**config.mk**
```make
export PLATFORM = sky130hd
export DESIGN_NAME = fp_sum_arbiter_flat
export DESIGN_NICKNAME = d
export VERILOG_FILES = /design/src/rtl/fp_sum_arbiter_if.sv /design/src/rtl/fp_sum_arbiter.sv /design/src/flat_wrapper.sv
export SDC_FILE = /design/constraint.sdc
export NUM_CORES = 1
export LEC_CHECK = 0
export BUFFER_PORTS_ARGS = -buffer_cell sky130_fd_sc_hd__buf_2
export CELL_PAD_IN_SITES_DETAIL_PLACEMENT = 0
export CELL_PAD_IN_SITES_GLOBAL_PLACEMENT = 1
export CORE_MARGIN = 2
export CORE_UTILIZATION = 38
export CTS_CLUSTER_SIZE = 12
export DETAILED_ROUTE_END_ITERATION = 6
export GPL_TIMING_DRIVEN = 0
export PLACE_DENSITY_LB_ADDON = 0.12
export SLEW_MARGIN = 20
export SYNTH_ARGS = -nofsm -noshare
export SYNTH_HDL_FRONTEND = slang
export SYNTH_SLANG_ARGS = --single-unit
```
**constraint.sdc**
```tcl
create_clock -name clk_i -period 6.5 [get_ports clk_i]
set_input_delay 0 -clock clk_i [delete_from_list [all_inputs] [get_ports clk_i]]
set_output_delay 0 -clock clk_i [all_outputs]
set_load 0.005 [all_outputs]
```
**src/rtl/fp_sum_arbiter_if.sv**
```systemverilog
// Bus bundle between two requesters, the shared FP adder and fp_sum_arbiter.
// The slave modport is the arbiter's view; master is the surrounding environment.
interface fp_sum_arbiter_if;
    logic        req0_vld_i;
    logic        req0_rdy_o;
    logic [31:0] req0_a_i;
    logic [31:0] req0_b_i;
    logic        req1_vld_i;
    logic        req1_rdy_o;
    logic [31:0] req1_a_i;
    logic [31:0] req1_b_i;
    logic        res0_vld_o;
    logic [31:0] res0_o;
    logic [1:0]  res0_status_o;
    logic        res1_vld_o;
    logic [31:0] res1_o;
    logic [1:0]  res1_status_o;
    logic        fpu_vld_o;
    logic [31:0] fpu_a_o;
    logic [31:0] fpu_b_o;
    logic [31:0] fpu_answer_i;
    logic [1:0]  fpu_status_i;
    logic        busy_o;

    modport slave (
        input  req0_vld_i, req0_a_i, req0_b_i,
        input  req1_vld_i, req1_a_i, req1_b_i,
        input  fpu_answer_i, fpu_status_i,
        output req0_rdy_o, req1_rdy_o,
        output res0_vld_o, res0_o, res0_status_o,
        output res1_vld_o, res1_o, res1_status_o,
        output fpu_vld_o, fpu_a_o, fpu_b_o, busy_o
    );

    modport master (
        output req0_vld_i, req0_a_i, req0_b_i,
        output req1_vld_i, req1_a_i, req1_b_i,
        output fpu_answer_i, fpu_status_i,
        input  req0_rdy_o, req1_rdy_o,
        input  res0_vld_o, res0_o, res0_status_o,
        input  res1_vld_o, res1_o, res1_status_o,
        input  fpu_vld_o, fpu_a_o, fpu_b_o, busy_o
    );
endinterface

```
**src/rtl/fp_sum_arbiter.sv**
```systemverilog
// Round-robin sharing of one pipelined FP adder between two requesters; an owner
// tag pipeline matched to the adder latency steers each result back to its issuer.
module fp_sum_arbiter #(
    parameter int unsigned LATENCY = 32'd3
) (
    input  logic               clk_i,
    input  logic               rst_i,
    fp_sum_arbiter_if.slave    bus
);

    logic               ptr_q, ptr_d;
    logic               rdy0_s, rdy1_s;
    logic               grant0_s, grant1_s;
    logic               fpu_vld_q, fpu_vld_d;
    logic               fpu_own_q, fpu_own_d;
    logic [31:0]        fpu_a_q, fpu_a_d;
    logic [31:0]        fpu_b_q, fpu_b_d;
    logic [LATENCY-1:0] tag_vld_q, tag_vld_d;
    logic [LATENCY-1:0] tag_own_q, tag_own_d;
    logic [LATENCY:0]   tag_vld_ext_s, tag_own_ext_s;
    logic               ret_vld_s, ret_own_s;
    logic               res0_vld_q, res0_vld_d;
    logic [31:0]        res0_q, res0_d;
    logic [1:0]         res0_status_q, res0_status_d;
    logic               res1_vld_q, res1_vld_d;
    logic [31:0]        res1_q, res1_d;
    logic [1:0]         res1_status_q, res1_status_d;
    logic               busy_q, busy_d;

    // Ready is withheld only from the requester that lacks priority while the other is valid.
    always_comb begin
        rdy0_s   = !(bus.req1_vld_i && (ptr_q == 1'b1));
        rdy1_s   = !(bus.req0_vld_i && (ptr_q == 1'b0));
        grant0_s = bus.req0_vld_i && rdy0_s;
        grant1_s = bus.req1_vld_i && rdy1_s && !grant0_s;
    end

    // Next state: issue register, owner tag shift, result steering and busy.
    always_comb begin
        ptr_d     = ptr_q;
        fpu_vld_d = grant0_s || grant1_s;
        fpu_own_d = fpu_own_q;
        fpu_a_d   = fpu_a_q;
        fpu_b_d   = fpu_b_q;
        if (grant0_s) begin
            ptr_d     = 1'b1;
            fpu_own_d = 1'b0;
            fpu_a_d   = bus.req0_a_i;
            fpu_b_d   = bus.req0_b_i;
        end else if (grant1_s) begin
            ptr_d     = 1'b0;
            fpu_own_d = 1'b1;
            fpu_a_d   = bus.req1_a_i;
            fpu_b_d   = bus.req1_b_i;
        end else begin
            ptr_d     = ptr_q;
        end

        // Stage 0 captures the op as the adder samples it, so the last stage lines up with fpu_answer_i.
        tag_vld_ext_s = {tag_vld_q, fpu_vld_q};
        tag_own_ext_s = {tag_own_q, fpu_own_q};
        tag_vld_d     = tag_vld_ext_s[LATENCY-1:0];
        tag_own_d     = tag_own_ext_s[LATENCY-1:0];
        ret_vld_s     = tag_vld_q[LATENCY-1];
        ret_own_s     = tag_own_q[LATENCY-1];

        res0_vld_d    = 1'b0;
        res0_d        = res0_q;
        res0_status_d = res0_status_q;
        res1_vld_d    = 1'b0;
        res1_d        = res1_q;
        res1_status_d = res1_status_q;
        if (ret_vld_s && (ret_own_s == 1'b0)) begin
            res0_vld_d    = 1'b1;
            res0_d        = bus.fpu_answer_i;
            res0_status_d = bus.fpu_status_i;
        end else if (ret_vld_s && (ret_own_s == 1'b1)) begin
            res1_vld_d    = 1'b1;
            res1_d        = bus.fpu_answer_i;
            res1_status_d = bus.fpu_status_i;
        end else begin
            res0_vld_d    = 1'b0;
            res1_vld_d    = 1'b0;
        end

        busy_d = fpu_vld_d || (|tag_vld_d) || res0_vld_d || res1_vld_d;
    end

    // State registers; reset discards every in-flight tag so flushed ops never report.
    always_ff @(posedge clk_i or posedge rst_i) begin
        if (rst_i) begin
            ptr_q         <= 1'b0;
            fpu_vld_q     <= 1'b0;
            fpu_own_q     <= 1'b0;
            fpu_a_q       <= 32'd0;
            fpu_b_q       <= 32'd0;
            tag_vld_q     <= '0;
            tag_own_q     <= '0;
            res0_vld_q    <= 1'b0;
            res0_q        <= 32'd0;
            res0_status_q <= 2'd0;
            res1_vld_q    <= 1'b0;
            res1_q        <= 32'd0;
            res1_status_q <= 2'd0;
            busy_q        <= 1'b0;
        end else begin
            ptr_q         <= ptr_d;
            fpu_vld_q     <= fpu_vld_d;
            fpu_own_q     <= fpu_own_d;
            fpu_a_q       <= fpu_a_d;
            fpu_b_q       <= fpu_b_d;
            tag_vld_q     <= tag_vld_d;
            tag_own_q     <= tag_own_d;
            res0_vld_q    <= res0_vld_d;
            res0_q        <= res0_d;
            res0_status_q <= res0_status_d;
            res1_vld_q    <= res1_vld_d;
            res1_q        <= res1_d;
            res1_status_q <= res1_status_d;
            busy_q        <= busy_d;
        end
    end

    assign bus.req0_rdy_o    = rdy0_s;
    assign bus.req1_rdy_o    = rdy1_s;
    assign bus.fpu_vld_o     = fpu_vld_q;
    assign bus.fpu_a_o       = fpu_a_q;
    assign bus.fpu_b_o       = fpu_b_q;
    assign bus.res0_vld_o    = res0_vld_q;
    assign bus.res0_o        = res0_q;
    assign bus.res0_status_o = res0_status_q;
    assign bus.res1_vld_o    = res1_vld_q;
    assign bus.res1_o        = res1_q;
    assign bus.res1_status_o = res1_status_q;
    assign bus.busy_o        = busy_q;

endmodule

```
**src/flat_wrapper.sv**
```systemverilog
// flat-port wrapper written by rule: the top's interface ports become plain ports
module fp_sum_arbiter_flat 
#(
    parameter int unsigned LATENCY = 32'd3
)
  (clk_i, rst_i, bus_req0_vld_i, bus_req0_a_i, bus_req0_b_i, bus_req1_vld_i, bus_req1_a_i, bus_req1_b_i, bus_fpu_answer_i, bus_fpu_status_i, bus_req0_rdy_o, bus_req1_rdy_o, bus_res0_vld_o, bus_res0_o, bus_res0_status_o, bus_res1_vld_o, bus_res1_o, bus_res1_status_o, bus_fpu_vld_o, bus_fpu_a_o, bus_fpu_b_o, bus_busy_o);
  fp_sum_arbiter_if bus_i ();
  input  logic clk_i;
  input  logic rst_i;
  input wire logic [$bits(bus_i.req0_vld_i)-1:0] bus_req0_vld_i;
  input wire logic [$bits(bus_i.req0_a_i)-1:0] bus_req0_a_i;
  input wire logic [$bits(bus_i.req0_b_i)-1:0] bus_req0_b_i;
  input wire logic [$bits(bus_i.req1_vld_i)-1:0] bus_req1_vld_i;
  input wire logic [$bits(bus_i.req1_a_i)-1:0] bus_req1_a_i;
  input wire logic [$bits(bus_i.req1_b_i)-1:0] bus_req1_b_i;
  input wire logic [$bits(bus_i.fpu_answer_i)-1:0] bus_fpu_answer_i;
  input wire logic [$bits(bus_i.fpu_status_i)-1:0] bus_fpu_status_i;
  output wire logic [$bits(bus_i.req0_rdy_o)-1:0] bus_req0_rdy_o;
  output wire logic [$bits(bus_i.req1_rdy_o)-1:0] bus_req1_rdy_o;
  output wire logic [$bits(bus_i.res0_vld_o)-1:0] bus_res0_vld_o;
  output wire logic [$bits(bus_i.res0_o)-1:0] bus_res0_o;
  output wire logic [$bits(bus_i.res0_status_o)-1:0] bus_res0_status_o;
  output wire logic [$bits(bus_i.res1_vld_o)-1:0] bus_res1_vld_o;
  output wire logic [$bits(bus_i.res1_o)-1:0] bus_res1_o;
  output wire logic [$bits(bus_i.res1_status_o)-1:0] bus_res1_status_o;
  output wire logic [$bits(bus_i.fpu_vld_o)-1:0] bus_fpu_vld_o;
  output wire logic [$bits(bus_i.fpu_a_o)-1:0] bus_fpu_a_o;
  output wire logic [$bits(bus_i.fpu_b_o)-1:0] bus_fpu_b_o;
  output wire logic [$bits(bus_i.busy_o)-1:0] bus_busy_o;
  assign bus_i.req0_vld_i = bus_req0_vld_i;
  assign bus_i.req0_a_i = bus_req0_a_i;
  assign bus_i.req0_b_i = bus_req0_b_i;
  assign bus_i.req1_vld_i = bus_req1_vld_i;
  assign bus_i.req1_a_i = bus_req1_a_i;
  assign bus_i.req1_b_i = bus_req1_b_i;
  assign bus_i.fpu_answer_i = bus_fpu_answer_i;
  assign bus_i.fpu_status_i = bus_fpu_status_i;
  assign bus_req0_rdy_o = bus_i.req0_rdy_o;
  assign bus_req1_rdy_o = bus_i.req1_rdy_o;
  assign bus_res0_vld_o = bus_i.res0_vld_o;
  assign bus_res0_o = bus_i.res0_o;
  assign bus_res0_status_o = bus_i.res0_status_o;
  assign bus_res1_vld_o = bus_i.res1_vld_o;
  assign bus_res1_o = bus_i.res1_o;
  assign bus_res1_status_o = bus_i.res1_status_o;
  assign bus_fpu_vld_o = bus_i.fpu_vld_o;
  assign bus_fpu_a_o = bus_i.fpu_a_o;
  assign bus_fpu_b_o = bus_i.fpu_b_o;
  assign bus_busy_o = bus_i.busy_o;
  fp_sum_arbiter #(.LATENCY(LATENCY)) u_core (.clk_i(clk_i), .rst_i(rst_i), .bus(bus_i));
endmodule
```
Word level (Yosys, flattened, before mapping):

Index checks and enable logic that the tools add are counted.

* flip-flop bits (word level): 144
* input bits: 166
* output and inout port bits: 138
* word-level logic and storage cells: 45

* bitwise operators: 3
* muxes and demuxes: 11
* reductions and logical operators: 17

Operator list (count)
* two-way mux 32 bit: 4
* logical AND 1 bit: 7
* two-way mux 1 bit: 7
* logical OR 1 bit: 4
* zero test 1 bit: 3
* inverter 1 bit: 3
* OR reduction 3 bit: 1
* AND reduction 2 bit: 1
* nonzero test 2 bit: 1

Longest topological paths before layout:

Gate-level depths: netlist (run 1).

* depth after elaboration: 9
* depth in mapped cells: 5
* mapped depth without buffers: 3

Worst setup path after synthesis (run 1):

No wires, ideal clock.

* kind: reg-to-reg
* from: reg u_core.tag_vld_q[2]
* to: reg u_core.res0_q[10], in the netlist u_core.bus.res0_o[10]
* path buffers: 2
* period minus slack after synthesis: 1.220 ns
* cell stages (with the launch flop): 5
* arrival time: 1.092 ns
* setup slack: 5.280 ns
* data required time: 6.373 ns
* setup time: 0.127 ns
* cells stage by stage: dfrtp_1 nor2b_1 buf_6 buf_6 mux2_1

* longest elaborated chain between the ends: 1

RTL lines
* from (decl): RTL line fp_sum_arbiter.sv:18 `logic [LATENCY-1:0] tag_vld_q, tag_vld_d;`
* from (signal assigned): RTL line fp_sum_arbiter.sv:112 `tag_vld_q <= tag_vld_d;`
* logical AND 1 bit: RTL line fp_sum_arbiter.sv:73 `if (ret_vld_s && (ret_own_s == 1'b0)) begin`
* to (signal assigned): RTL line fp_sum_arbiter.sv:115 `res0_q <= res0_d;`
* to (decl): RTL line fp_sum_arbiter.sv:23 `logic [31:0] res0_q, res0_d;`

Every way passes these cells.
A chain may end at the register's enable or synchronous reset.

Final worst setup path (run 1):

* from: in bus_req1_vld_i
* to: reg u_core.fpu_b_q[31], in the netlist u_core.bus.fpu_b_o[31]

* longest elaborated chain between the ends: 6
* elaborated cells on any way between the ends: 8
* those cells by class: mux (1); reduce/logical (7)

RTL lines
* from (decl): RTL line flat_wrapper.sv:13 `input wire logic [$bits(bus_i.req1_vld_i)-1:0] bus_req1_vld_i;`
* logical AND 1 bit: RTL line fp_sum_arbiter.sv:32 `rdy0_s = !(bus.req1_vld_i && (ptr_q == 1'b1));`
* zero test 1 bit: RTL line fp_sum_arbiter.sv:32
* logical AND 1 bit: RTL line fp_sum_arbiter.sv:34 `grant0_s = bus.req0_vld_i && rdy0_s;`
* zero test 1 bit: RTL line fp_sum_arbiter.sv:35 `grant1_s = bus.req1_vld_i && rdy1_s && !grant0_s;`
* logical AND 1 bit: RTL line fp_sum_arbiter.sv:35
* nonzero test 2 bit (no line)
* to (signal assigned): RTL line fp_sum_arbiter.sv:111 `fpu_b_q <= fpu_b_d;`
* to (decl): RTL line fp_sum_arbiter.sv:17 `logic [31:0] fpu_b_q, fpu_b_d;`

Several ways; a longest one is shown, not always the timed one.

==> results of run 1 <==
[power by group through the flow]
stage	Clock, mW	Sequential (mW)	Combinational [mW]
after global routing	1.01	1.12	0.654
final	0.954	1.10	0.599
after detailed placement	0	1.12	0.480
after CTS	0.971	1.10	0.600
after global placement	0	1.11	0.468
after floorplan	0	1.13	0.208
[synthesized netlist by cell type (all sizes together)]
master and instances:
mux2i 4, o21a 2, o221a 60, and3 4, mux2 68, nor2b 1, o21ai 4, nor4 1
or2 1, dfrtp 144, or3 60, nand2b 2, buf 22, a31oi 4, clkbuf 13, nand2 4
inv 2
[logic make-up after synthesis]
kind of cell | count (synthesis) | share of synthesized area (%)
AND/OR/NAND/NOR | 73 | 8.08
buffers and inverters | 37 | 4.51
multiplexers | 72 | 13.7
AO/OA/AOI/OAI | 70 | 12.5
flip-flops | 144 | 61.2
[flip-flops by register name (all words and copies together) (netlist names)]
signal / count
u_core.bus.fpu_a_o: 32
u_core.bus.fpu_b_o: 32
u_core.bus.res0_o: 32
u_core.bus.res1_o: 32
u_core.tag_own_q: 3
u_core.tag_vld_q: 3
u_core.bus.res0_status_o: 2
u_core.bus.res1_status_o: 2
u_core.bus.busy_o: 1
u_core.bus.fpu_vld_o: 1
u_core.bus.res0_vld_o: 1
u_core.bus.res1_vld_o: 1
u_core.fpu_own_q: 1
u_core.ptr_q: 1
[metrics by stage]
| stage | cell area (um2) | hold slack [ns] | util, % |
|---|---|---|---|
| final | 9920 | 0.190 | 65.5 |
| after global routing | 9920 | 0.225 | 65.5 |
| after CTS | 9910 | 0.176 | 65.5 |
| after detailed placement | 7660 | 0.0944 | 50.6 |
| after global placement | 7630 | 0.225 | 50.4 |
| after floorplan | 5890 | 0.132 | - |
[how the worst max path moves through the flow]
stage / end / depth (start not counted)
floorplan: u_core.bus.busy_o / 1
global placement: u_core.bus.fpu_b_o[16] / 2
detailed placement: u_core.bus.res1_o[22] / 3
CTS: u_core.bus.fpu_b_o[31] / 8
global route: u_core.bus.fpu_b_o[31] / 8
finish: u_core.bus.fpu_b_o[31] / 8
[worst register-to-register path, stage by stage, from the launching register on]
cell and delay (ns):
sky130_fd_sc_hd__dfrtp_1 0.47, sky130_fd_sc_hd__and3_2 0.22, sky130_fd_sc_hd__a31oi_1 0.15, sky130_fd_sc_hd__dlygate4sd3_1 0.57, sky130_fd_sc_hd__o21ai_0 0.06, sky130_fd_sc_hd__dlygate4sd3_1 0.56
[per-layer routing]
| layer | vias to the layer above | GRT usage, % | wire length, um |
|---|---|---|---|
| li1 | 2500 | - | - |
| met1 | 2646 | 27.4 | 7570 |
| met2 | 238 | 40.6 | 9650 |
| met3 | 36 | 5.70 | 1220 |
| met4 | 0 | 9.89 | 447 |
| met5 | - | 0 | 0 |
[cell type report]
cell class              count  area [um2]
fillers                  1171        5230
flip-flops and latches    144        3600
repair buffers            470        3220
multi-input cells         215        2020
clock buffers              21         460
plain buffers              35         258
well taps                 188         235
clock inverters            10         110
inverters                   2        15.0
diodes                      1        2.50
==> metrics, run 1 <==
outcome completed; sum of negative setup slack 0 ns; hold-fix buffer count after cts 168; Core Area 15100 um2; total gr overflow 0; most frequent CP cell sky130_fd_sc_hd__dlygate4sd3_1; total number of nets in the final design 1051; Register-to-Register Path Depth 5; die width 128 um; Netlist cell types 24; via density per instance 4.99; Rel. slew slack 66.9%; clk buf depth 2; per-instance average area after synthesis 14.9 um2; required arrival time at the worst endpoint 6.80 ns; unrepaired setup endpoints after global routing false; worst-case register-to-register setup slack 4.35 ns; startpoint of the lowest-slack register-to-register path u_core.ptr_q; Crit path buffers/inverters 5; Setup Viol. Count Final 0; Critical Path AT 2.50 ns; gp weighted congestion 0.823; Worst Slack Setup Final 4.31 ns; sequential group share of total power 41.6%; Worst VDD drop 0.000179 V; first-pass iteration count of the detailed router 5; floorplan die height 128 um; number of top-level pins 304; area share of the largest cell type after synthesis 61.2%; post-CTS setup buffers 0; CP startpoint bus_req1_vld_i; ratio of final minimum period to clock period 33.8%; Post-CTS Resized 0; global-route usage over all layers 23.3%; PD cells 268 nW/um2; largest net degree at the start of global routing 77; count of buffers from port buffering 301; pin slew with the least headroom to its limit 0.497 ns; Synth area leaders sky130_fd_sc_hd__dfrtp_1 61%, sky130_fd_sc_hd__o221a_1 11%, sky130_fd_sc_hd__mux2_1 11%, sky130_fd_sc_hd__or3_1 6.4%, sky130_fd_sc_hd__buf_6 2.1%; number of vias after detailed routing 5420; global-route wire length before repair 29.9 mm; layout cell share with drive strength beyond 1 41.2%; sequential-to-total area share from yosys stat 61.2%; highest achievable clock rate 0.456 GHz; Clk pwr share 35.9%; Final Hold Vio Count 0; list of cells traversed by the critical path dlygate4sd3_1, buf_12, buf_2, and3_2, a31oi_1, dlygate4sd3_1, o21ai_0, dlygate4sd3_1; category of cells accounting for the largest share of critical-path delay buffers and inverters; minimum setup slack after placement 5.11 ns; DRC violations left 0; commonest cells after routing, fill and taps aside 305 x sky130_fd_sc_hd__buf_2, 168 x sky130_fd_sc_hd__dlygate4sd3_1, 144 x sky130_fd_sc_hd__dfrtp_1; cell taking the most area after synthesis sky130_fd_sc_hd__dfrtp_1; Die Area 16500 um2; Inserted Clock Buffers 17; time the worst path needs with I/O delays and setup 2.19 ns; CTS tree done; gate count of the mapped netlist 396; CTS HTree Levels 4; internal power consumption 1.98 mW; worst skew pair latency 0.42 ns; starting utilization of the core area 38.9%; area of the mapped netlist 5890 um2; root buffer cell sky130_fd_sc_hd__clkbuf_16; non-filler instance count after layout 1086; max-capacitance violation count 0; Area growth, synth to finish 68.5%; worst-path maximum fanout 10; Clock Sink Count 144; Cell Count Post-Placement 886; Final ANT Viol Nets 0; worst hold path type input port to async pin; Slew Viols, Final 0; kind of end point of the critical path flip-flop; number of placement rows 45; 1st-iter DRT viols 257; net switching power figure 0.681 mW; Net Count, Synth 562; Max stage delay cell, worst path sky130_fd_sc_hd__dlygate4sd3_1; number of global-route vias before repair 5868; Synth Warn # 0; kind of critical path input port to flip-flop; HPWL after DPL 12.5 mm; Routed Wire Length 18.9 mm; most common library cell in the layout ignoring fill and taps sky130_fd_sc_hd__buf_2; leakage power 4.50 nW; number of antenna violations at the first check in global routing 2; Max Clock Skew 0.00712 ns; clock edge transition at the registers on the reported setup and hold paths 0.06 ns; combinational fraction of design power 22.5%; synthesis-stage register bit count 144; Reg2Reg Capture Point u_core.bus.fpu_b_o[31]; Setup crit start kind input port; wire length per cell 17.4 um; total chip power 2.66 mW; switching part of the total 25.6%; maximum single-stage delay on the critical path 0.58 ns
No activity file was read; power rests on OpenSTA's default activity.
==> run 2: changes to the inputs <==
Settings changed: CORE_UTILIZATION 38 to 31.
Clock period 6.5 ns to 2 ns, I/O delays scaled along.
==> run 2 against run 1 <==
Compared with the run above:
- wire length up 0.28%
- utilization down 12 points
- combinational power increased to 3.2 times the previous value
- setup slack lost 4.2 ns
- die area rose by 22%
- flip-flop and latch count unchanged
- clock skew is 0.00083 ns lower
- total power rose to 3.3 times the previous value
- largest cell class unchanged
==> metrics, run 2 (synthesis gave the netlist of run 1 again) <==
CTS HTree Levels 4 (unchanged); Inserted Clock Buffers 17 (unchanged); clock edge transition at the registers on the reported setup and hold paths 0.07 ns (was 0.06 ns); CTS tree done (unchanged); minimum setup slack after placement 0.591 ns (was 5.11 ns); most common library cell in the layout ignoring fill and taps sky130_fd_sc_hd__buf_2 (unchanged); Die Area 20100 um2 (was 16500 um2); DRC violations left 0 (unchanged); startpoint of the lowest-slack register-to-register path u_core.ptr_q (unchanged); antenna cells 0 (was 1); number of placement rows 50 (was 45); largest net degree at the start of global routing 34 (was 77); sum of negative setup slack 0 ns (unchanged); count of buffers from port buffering 301 (unchanged); time the worst path needs with I/O delays and setup 1.91 ns; Setup crit start kind flip-flop (was input port); total gr overflow 0 (unchanged); number of antenna violations at the first check in global routing 0 (was 2); met2 wire length 9.13 mm (was 9.65 mm); detailed-route wire length on metal 1 8.14 mm (was 7.57 mm); number of vias after detailed routing 5413 (was 5420); ratio of final minimum period to clock period 95.3%; kind of end point of the critical path flip-flop (unchanged); Routed Wire Length 18.9 mm (about the same); leakage power 4.52 nW (was 4.50 nW); worst hold path type input port to async pin (unchanged); Core Area 18600 um2 (was 15100 um2); clk buf depth 2 (unchanged); number of top-level pins 304 (unchanged); post-CTS setup buffers 0 (unchanged); Final Hold Slack 0.162 ns (was 0.190 ns); commonest cells after routing, fill and taps aside 305 x sky130_fd_sc_hd__buf_2, 168 x sky130_fd_sc_hd__dlygate4sd3_1, 143 x sky130_fd_sc_hd__dfrtp_1 (was 305 x sky130_fd_sc_hd__buf_2, 168 x sky130_fd_sc_hd__dlygate4sd3_1, 144 x sky130_fd_sc_hd__dfrtp_1); total chip power 8.64 mW (was 2.66 mW); final instance area 10000 um2 (was 9920 um2); PD cells 860 nW/um2 (was 268 nW/um2); Area after DPL 7790 um2 (was 7660 um2); max-capacitance violation count 0 (unchanged); Reg2Reg Capture Point u_core.bus.fpu_a_o[13] (was u_core.bus.fpu_b_o[31]); Worst Slack Setup Final 0.0933 ns (was 4.31 ns); first-pass iteration count of the detailed router 6 (was 5); Slew Viols, Final 0 (unchanged); worst-case register-to-register setup slack 0.09 ns (was 4.35 ns); via density per instance 4.76 (was 4.99); 1st-iter DRT viols 144 (was 257); total number of nets in the final design 1055 (was 1051); global-route usage over all layers 18.9% (was 23.3%); layout cell share with drive strength beyond 1 41.8% (was 41.2%); HPWL after DPL 13.3 mm (was 12.5 mm); total length of routed met3 wires 1.31 mm (was 1.22 mm); Area growth, synth to finish 70.7% (was 68.5%); root buffer cell sky130_fd_sc_hd__clkbuf_16 (unchanged); Max Clock Skew 0.00628 ns (was 0.00712 ns); Critical Path AT 2.20 ns (was 2.50 ns); global-route wire length before repair 29.7 mm (was 29.9 mm); worst-path maximum fanout 10 (unchanged); required arrival time at the worst endpoint 2.29 ns (was 6.80 ns); die width 142 um (was 128 um); kind of critical path flip-flop to flip-flop (was input port to flip-flop); highest achievable clock rate 0.524 GHz; worst skew pair latency 0.41 ns (was 0.42 ns); number of filler cells placed in the layout 1637 (was 1171); highest routed layer met4 (unchanged); gp weighted congestion 0.763 (was 0.823); Clock Sink Count 144 (unchanged); Final Hold Vio Count 0 (unchanged); wire length per cell 16.7 um (was 17.4 um); unrepaired setup endpoints after global routing false (unchanged); Worst VDD drop 0.000545 V (was 0.000179 V); outcome completed (unchanged); number of global-route vias before repair 5671 (was 5868); Final ANT Viol Nets 0 (unchanged); floorplan die height 142 um (was 128 um); pin slew with the least headroom to its limit 0.508 ns (was 0.497 ns); Rel. slew slack 66.2% (was 66.9%); Setup Viol. Count Final 0 (unchanged); Register-to-Register Path Depth 5 (unchanged); starting utilization of the core area 31.6% (was 38.9%)
==> run 2: cell types whose count changed in the layout (fill, tap and decap cells not counted), moves of 2 or more <==
cell,change
sky130_fd_sc_hd__inv_6,+3
sky130_fd_sc_hd__clkinvlp_4,+3
sky130_fd_sc_hd__buf_12,+5
sky130_fd_sc_hd__clkbuf_8,-2
sky130_fd_sc_hd__inv_8,+2
sky130_fd_sc_hd__clkinv_2,-4
==> run 2: stage by stage <==
step | cells | utilization (%)
finish | 1136 | 53.9
global route | 1136 | 53.9
CTS | 1136 | 53.9
detailed placement | 936 | 41.8
global placement | 931 | 41.2
floorplan | 396 | -
==> run 2: where the power goes <==
group / leakage [nW] / switching [mW] / internal [mW] / total [mW]
logic: 2.61 / 0.774 / 1.17 / 1.94
registers: 1.64 / 0.222 / 3.36 / 3.59
clock network: 0.274 / 1.36 / 1.76 / 3.11
total: 4.52 / 2.35 / 6.29 / 8.64
==> run 2: how the worst max path moves through the flow <==
stage | cells after the start | end | slack, ns | from
after floorplan | 1 | u_core.bus.busy_o | 0.19 | rst_i
after CTS | 5 | u_core.bus.fpu_a_o[2] | 0.07 | u_core.ptr_q
after global placement | 2 | u_core.bus.fpu_b_o[5] | -0.76 | rst_i
after global routing | 5 | u_core.bus.fpu_a_o[2] | 0.02 | u_core.ptr_q
final | 5 | u_core.bus.fpu_a_o[13] | 0.09 | u_core.ptr_q
after detailed placement | 3 | u_core.bus.res1_o[0] | 0.59 | u_core.tag_vld_q[2]
==> run 2: layout make-up <==
class	count	area, um2	share of cell area (%)
flip-flops and latches	144	3600	35.9
well taps	234	293	2.91
clock inverters	14	144	1.43
multi-input cells	215	2020	20.1
inverters	2	11.3	0.112
plain buffers	35	258	2.57
repair buffers	474	3290	32.7
clock buffers	18	429	4.27
==> run 2: critical path, cell delays in order (launching register included) <==
cell and delay [ns]:
sky130_fd_sc_hd__dfrtp_2 0.46, sky130_fd_sc_hd__nand2_4 0.12, sky130_fd_sc_hd__nand2_2 0.16, sky130_fd_sc_hd__buf_4 0.22, sky130_fd_sc_hd__o221a_1 0.26, sky130_fd_sc_hd__dlygate4sd3_1 0.57
==> run 2: metal layers <==
metal  vias up  track usage (%)
met5         -                0
met2       229             31.9
met3        27             5.50
li1       2507                -
met4         0             6.68
met1      2650             23.3
==> run 2: repair_timing <==
action | in CTS | in global routing
hold buffers | 168 | 0
setup endpoints to repair | 0 | 3
endpoints found under the hold margin | 215 | 0
gates resized for setup | 0 | 1
